**src/rtl/sift_orient_hist_if.sv**
```systemverilog
// Sample/result interface for sift_orient_hist.
// master: upstream producer plus result consumer. slave: the histogram block.
// The widths set here must match the parameters of the sift_orient_hist instance.
interface sift_orient_hist_if #(
    parameter int unsigned MAG_W = 16,
    parameter int unsigned ANG_W = 16,
    parameter int unsigned ACC_W = 24
);
    logic             ivalid;
    logic [MAG_W-1:0] imag;
    logic [ANG_W-1:0] iangle;
    logic             oready;
    logic             ovalid;
    logic [5:0]       odir;
    logic [ACC_W-1:0] opeak;

    modport master (
        output ivalid, imag, iangle,
        input  oready, ovalid, odir, opeak
    );

    modport slave (
        input  ivalid, imag, iangle,
        output oready, ovalid, odir, opeak
    );
endinterface

```
**src/rtl/sift_orient_hist.sv**
```systemverilog
// SIFT keypoint orientation histogram.
// Accumulates WIN_SIZE (magnitude, angle) samples into 36 saturating bins, then scans
// the bins for 36 cycles and reports the dominant bin and its value for one cycle.
// Optional build macro ORIENT_SMOOTH_EN: the scan compares circularly smoothed bins
// (h[k-1] + 2*h[k] + h[k+1]) >> 2 instead of raw bins; timing is unchanged.
module sift_orient_hist #(
    parameter int unsigned WIN_SIZE = 256,
    parameter int unsigned MAG_W    = 16,
    parameter int unsigned ANG_W    = 16,
    parameter int unsigned ACC_W    = 24
) (
    input logic               iclk,
    input logic               ireset,
    sift_orient_hist_if.slave bus
);

    localparam int unsigned NBINS    = 36;
    localparam logic [5:0]  LAST_BIN = 6'd35;
    localparam logic [15:0] CNT_LAST = 16'(WIN_SIZE - 1);

    typedef enum logic [1:0] {StAccum, StScan, StDone} state_e;

    // State
    logic [ACC_W-1:0] r_bins [NBINS];
    state_e           r_state;
    logic [15:0]      r_cnt;
    logic [5:0]       r_idx;
    logic [5:0]       r_best_idx;
    logic [ACC_W-1:0] r_best_val;
    logic             r_oready;
    logic             r_ovalid;
    logic [5:0]       r_odir;
    logic [ACC_W-1:0] r_opeak;

    // Combinational
    logic             w_accept;
    logic [ANG_W+5:0] w_prod;
    logic [5:0]       w_bin;
    logic [ACC_W:0]   w_add;
    logic [ACC_W-1:0] w_sat;
    logic [ACC_W-1:0] w_val;
    logic             w_gt;
    logic [5:0]       w_cand_idx;
    logic [ACC_W-1:0] w_cand_val;

    // oready is only high in StAccum, so accepts never overlap the scan or the clear.
    assign w_accept = bus.ivalid & r_oready;

    // Angle to bin: (angle * 36) >> ANG_W always lands in 0..35.
    assign w_prod = (ANG_W + 6)'(bus.iangle) * (ANG_W + 6)'(36);
    assign w_bin  = w_prod[ANG_W+5:ANG_W];

    // Saturating accumulate into the selected bin.
    assign w_add = {1'b0, r_bins[w_bin]} + (ACC_W + 1)'(bus.imag);
    assign w_sat = w_add[ACC_W] ? {ACC_W{1'b1}} : w_add[ACC_W-1:0];

`ifdef ORIENT_SMOOTH_EN
    logic [5:0]       w_prev;
    logic [5:0]       w_next;
    logic [ACC_W+1:0] w_ssum;

    // Circular neighbours: bin 0 and bin 35 are adjacent.
    assign w_prev = (r_idx == 6'd0) ? LAST_BIN : r_idx - 6'd1;
    assign w_next = (r_idx == LAST_BIN) ? 6'd0 : r_idx + 6'd1;
    assign w_ssum = (ACC_W + 2)'(r_bins[w_prev]) + {1'b0, r_bins[r_idx], 1'b0}
                  + (ACC_W + 2)'(r_bins[w_next]);
    assign w_val  = w_ssum[ACC_W+1:2];
`else
    assign w_val = r_bins[r_idx];
`endif

    // Running max; strict greater-than keeps the lowest index on ties.
    always_comb begin
        w_gt       = w_val > r_best_val;
        w_cand_idx = r_best_idx;
        w_cand_val = r_best_val;
        if (w_gt) begin
            w_cand_idx = r_idx;
            w_cand_val = w_val;
        end
    end

    // Histogram bins: cleared on reset and on the DONE edge, otherwise accumulate.
    always_ff @(posedge iclk) begin
        if (ireset || (r_state == StDone)) begin
            for (int k = 0; k < NBINS; k++) begin
                r_bins[k] <= '0;
            end
        end else if (w_accept) begin
            r_bins[w_bin] <= w_sat;
        end
    end

    // Control FSM with registered handshake and result outputs.
    always_ff @(posedge iclk) begin
        if (ireset) begin
            r_state    <= StAccum;
            r_cnt      <= '0;
            r_idx      <= '0;
            r_best_idx <= '0;
            r_best_val <= '0;
            r_oready   <= 1'b1;
            r_ovalid   <= 1'b0;
            r_odir     <= '0;
            r_opeak    <= '0;
        end else begin
            unique case (r_state)
                StAccum: begin
                    if (w_accept) begin
                        if (r_cnt == CNT_LAST) begin
                            r_cnt      <= '0;
                            r_idx      <= '0;
                            r_best_idx <= '0;
                            r_best_val <= '0;
                            r_oready   <= 1'b0;
                            r_state    <= StScan;
                        end else begin
                            r_cnt <= r_cnt + 16'd1;
                        end
                    end
                end
                StScan: begin
                    r_best_idx <= w_cand_idx;
                    r_best_val <= w_cand_val;
                    if (r_idx == LAST_BIN) begin
                        // Last bin folded in here so results are valid in the DONE cycle.
                        r_idx    <= '0;
                        r_odir   <= w_cand_idx;
                        r_opeak  <= w_cand_val;
                        r_ovalid <= 1'b1;
                        r_state  <= StDone;
                    end else begin
                        r_idx <= r_idx + 6'd1;
                    end
                end
                StDone: begin
                    r_ovalid <= 1'b0;
                    r_oready <= 1'b1;
                    r_state  <= StAccum;
                end
                default: begin
                    r_state <= StAccum;
                end
            endcase
        end
    end

    assign bus.oready = r_oready;
    assign bus.ovalid = r_ovalid;
    assign bus.odir   = r_odir;
    assign bus.opeak  = r_opeak;

endmodule

```
**src/flat_wrapper.sv**
```systemverilog
// flat-port wrapper written by rule: the top's interface ports become plain ports
module sift_orient_hist_flat 
#(
    parameter int unsigned WIN_SIZE = 256,
    parameter int unsigned MAG_W    = 16,
    parameter int unsigned ANG_W    = 16,
    parameter int unsigned ACC_W    = 24
)
  (iclk, ireset, bus_ivalid, bus_imag, bus_iangle, bus_oready, bus_ovalid, bus_odir, bus_opeak);
  sift_orient_hist_if #(.MAG_W(MAG_W), .ANG_W(ANG_W), .ACC_W(ACC_W)) bus_i ();
  input logic iclk;
  input logic ireset;
  input wire logic [$bits(bus_i.ivalid)-1:0] bus_ivalid;
  input wire logic [$bits(bus_i.imag)-1:0] bus_imag;
  input wire logic [$bits(bus_i.iangle)-1:0] bus_iangle;
  output wire logic [$bits(bus_i.oready)-1:0] bus_oready;
  output wire logic [$bits(bus_i.ovalid)-1:0] bus_ovalid;
  output wire logic [$bits(bus_i.odir)-1:0] bus_odir;
  output wire logic [$bits(bus_i.opeak)-1:0] bus_opeak;
  assign bus_i.ivalid = bus_ivalid;
  assign bus_i.imag = bus_imag;
  assign bus_i.iangle = bus_iangle;
  assign bus_oready = bus_i.oready;
  assign bus_ovalid = bus_i.ovalid;
  assign bus_odir = bus_i.odir;
  assign bus_opeak = bus_i.opeak;
  sift_orient_hist #(.WIN_SIZE(WIN_SIZE), .MAG_W(MAG_W), .ANG_W(ANG_W), .ACC_W(ACC_W)) u_core (.iclk(iclk), .ireset(ireset), .bus(bus_i));
endmodule
```
**config.mk**
```make
export PLATFORM = sky130hd
export DESIGN_NAME = sift_orient_hist_flat
export DESIGN_NICKNAME = d
export VERILOG_FILES = /design/src/rtl/sift_orient_hist_if.sv /design/src/rtl/sift_orient_hist.sv /design/src/flat_wrapper.sv
export SDC_FILE = /design/constraint.sdc
export NUM_CORES = 2
export LEC_CHECK = 0
export CORE_ASPECT_RATIO = 1.5
export CORE_MARGIN = 5
export CORE_UTILIZATION = 60
export DETAILED_ROUTE_END_ITERATION = 12
export DONT_BUFFER_PORTS = 1
export MAX_ROUTING_LAYER = met4
export PLACE_DENSITY_LB_ADDON = 0.1
export SLEW_MARGIN = 20
export SYNTH_ARGS = -nofsm -noshare
export SYNTH_HDL_FRONTEND = slang
export SYNTH_SLANG_ARGS = --single-unit
```
**constraint.sdc**
```tcl
create_clock -name iclk -period 19.85 [get_ports iclk]
set_input_delay 2.9775 -clock iclk [delete_from_list [all_inputs] [get_ports iclk]]
set_output_delay 2.9775 -clock iclk [all_outputs]
set_load 0.005 [all_outputs]
```
==> flow_summary.json <==
{
  "final_layout_size_suffix_gt1_share_pct": 18.19,
  "ir_drop_mv": 0.1174,
  "cpPeakStageDelay_ns": 0.80,
  "clk_pin_slew_ns": 0.06,
  "clk_latency_ns": 0.83,
  "cts_tree": "built",
  "fmaxAchievable_mhz": 79.18,
  "hp-start": "u_core.r_best_idx[2]",
  "track_usage_pct": 37.73,
  "async_reset_ff_share_pct": 0,
  "ys_seq_area_share_pct": 62.49,
  "hold_path_class": "flip-flop to flip-flop",
  "fin_cells": 7643,
  "rr_worst_depth": 20,
  "yosysTopAreaCell": "edfxtp_1",
  "min_to": "u_core.r_best_idx[2]",
  "synth_area_per_cell_um2": 14.28,
  "num_io_pins": 67,
  "final_common_cell": "edfxtp_1",
  "critPathArrivalTime_ns": 13.09,
  "dpl.cell_count": 7353,
  "drcViolationCount": 0,
  "holdBufCountCts": 0,
  "final_hold_viol_count": 0,
  "place_area_um2": 80880,
  "fin_ws_ns": 7.220,
  "period_share_pct": 63.63,
  "multi_input_area_um2": 29230,
  "post_cts_buffers": 0,
  "final_cell_mix": "edfxtp_1 (1536), nor2_1 (998), conb_1 (576)",
  "crit_top_cell": "buf_4",
  "stdcell_area_um2": 85780,
  "ys_types": 93,
  "powerDensity_nw_per_um2": 120.9,
  "critPathMaxFanout": 79,
  "rows": 160,
  "drt_iter0_drc": 8539,
  "rsz0062_at_grt": "no",
  "skew_ns": 0.03878,
  "synth_edf_count": 1536,
  "maxSlewHeadroom_pct": 10.93,
  "cts.sinks": 1628,
  "synth-main-ff-cell": "edfxtp_1",
  "holdPathStages": 2,
  "num-fill-cells": 9071,
  "wire_per_inst_um": 32.38,
  "place.gp.congestion": 1.004,
  "io_buffers": 0,
  "crit_type": "primary input to flip-flop",
  "areaGrowthSynthToFinish_pct": 11.76,
  "antenna_found_initial": 17,
  "routed_wl_um": 247500,
  "dp_hpwl_um": 153100,
  "root_buffer": "clkbuf_16",
  "ant_nets": 0,
  "grt_max_degree": 80,
  "seqCellArea_um2": 47980,
  "synth_area_leaders": "edfxtp_1 (60%), mux4_2 (15%), nor2_1 (4.9%)",
  "die_w_um": 302.0,
  "clock_path_buffers": 3,
  "setup_viol": 0,
  "overflow": 0,
  "h-tree-depth": 4,
  "syn_area_um2": 76760,
  "yosys_warnings": 0,
  "start_kind": "primary input",
  "outcome": "complete, no violations",
  "ys_ff_latch": 1628,
  "synthCells": 5376,
  "core_um2": 126900,
  "vias": 53290,
  "worstPathRequired_ns": 20.31,
  "worstReg2RegEnd": "u_core.r_best_val[13]",
  "cap_violations": 0,
  "fin_setup_tns_ns": 0,
  "r2r_setup_slack_ns": 12.35,
  "pre_cts_slack_ns": 6.673,
  "first_pass_iters": 8,
  "grt_pass1_vias": 52700,
  "synth_top_area_share_pct": 60.09,
  "end_kind": "flip-flop",
  "maxSlewViolCount": 0,
  "cts_buffers": 154,
  "viasPerCell": 6.972,
  "cts-resized-gates": 0,
  "die_h_um": 448.1,
  "power.leakage_uw": 0.03017,
  "die-area_um2": 135300,
  "slowest_stage": "a2111oi_4",
  "fin_crit_ns": 12.63,
  "grt_pass1_wl_um": 354300,
  "tightestPinTransition_ns": 1.299,
  "fin_nets": 5910,
  "start_util_pct": 60.48
}
## cell type report
cell class,count,share of cell area [%]
Antenna cell,17,0.04959
Clock buffer,191,4.682
Tap cell,1701,2.481
Timing Repair Buffer,168,1.529
Sequential cell,1628,55.94
Clock inverter,82,0.9874
Inverter,59,0.2582
Multi-Input combinational cell,3797,34.08
## cell families after synthesis
logic type / count (synthesis) / share of synthesized area, %
muxes: 622 / 16.66
DFF: 1628 / 62.49
xor gates and xnor gates: 33 / 0.3765
buffers and inverters: 526 / 2.755
other: 1 / 0.004885
and+or+nand+nor: 1704 / 9.412
adders and majority gates: 67 / 1.102
AOI/OAI and AO/OA: 795 / 7.203
## per-layer routing
metal  track usage, %  up-vias  part of all wire, %
li1                 -    21330                    -
met5                -        -                    0
met1            43.64    26050                   31
met4            27.53        0                  9.8
met2            57.19     4527                   46
met3            10.14     1379                   13
## report_power, final
group          internal (uW)  total [uW]  switching [uW]
clock                   1610        2920            1300
sequential              4740        4910             173
combinational            680        2540            1860
total                   7030       10400            3340
## registers in the layout, indices dropped and copies added, names as in the netlist, named ones only
signal and flops:
u_core.r_idx 6, u_core.bus.odir 6, u_core.r_cnt 16, u_core.r_bins 1536
u_core.bus.oready 1, u_core.r_state 2, u_core.r_best_idx 6, u_core.r_best_val 24
u_core.bus.opeak 24, u_core.bus.ovalid 1
## critical path: cells and delay by family
| family | cells | cell delay (ns) |
|---|---|---|
| and+or+nand+nor | 8 | 2.67 |
| adders and majority gates | 4 | 1.13 |
| buffers and inverters | 7 | 2.33 |
| AOI/OAI and AO/OA | 16 | 3.83 |
## synth_stat cells, types with 7 or more instances
library cell,count
a21oi_1,65
a21oi_2,7
o21ai_1,7
o41ai_1,9
a31oi_1,124
inv_1,38
mux2i_1,83
a32oi_1,8
xor2_1,16
o2111a_1,15
o31ai_1,8
inv_2,21
mux2_2,14
clkbuf_1,345
o22ai_1,244
a221oi_1,11
and3_1,11
buf_6,13
or4_1,27
buf_2,31
buf_1,77
mux4_2,520
o21a_1,33
nand3_1,99
nand4_1,11
a211oi_1,49
dfxtp_1,92
or3_1,17
edfxtp_1,1536
nor2_1,1004
o221ai_1,44
o21ai_0,54
a21o_1,16
nor3_1,97
o2111ai_1,7
nor3_2,29
xnor2_1,17
nand2_1,361
o211ai_1,25
ha_1,66
## stage by stage
| step | utilization (%) | total power [uW] | hold slack (ns) |
|---|---|---|---|
| after global routing | 67.59 | 10700 | 0.4790 |
| after floorplan | - | 6464 | 0.4472 |
| final | 67.59 | 10370 | 0.4617 |
| after detailed placement | 63.72 | 7437 | 0.4555 |
| after CTS | 67.55 | 10310 | 0.4632 |
| after global placement | 63.72 | 7332 | 0.4463 |
## worst max path at each step
stage / startpoint / endpoint / slack (ns) / depth (start not counted)
after floorplan: bus_iangle[2] / u_core.r_bins[36][22] / 8.55 / 37
final: bus_iangle[2] / u_core.r_bins[51][21] / 7.22 / 35
after CTS: bus_iangle[2] / u_core.r_bins[40][21] / 7.50 / 35
after detailed placement: bus_iangle[2] / u_core.r_bins[59][21] / 6.67 / 35
after global placement: bus_iangle[2] / u_core.r_bins[58][21] / 6.87 / 35
after global routing: bus_iangle[2] / u_core.r_bins[43][21] / 6.86 / 35
Note: power is estimated with default switching activity, not from simulation.
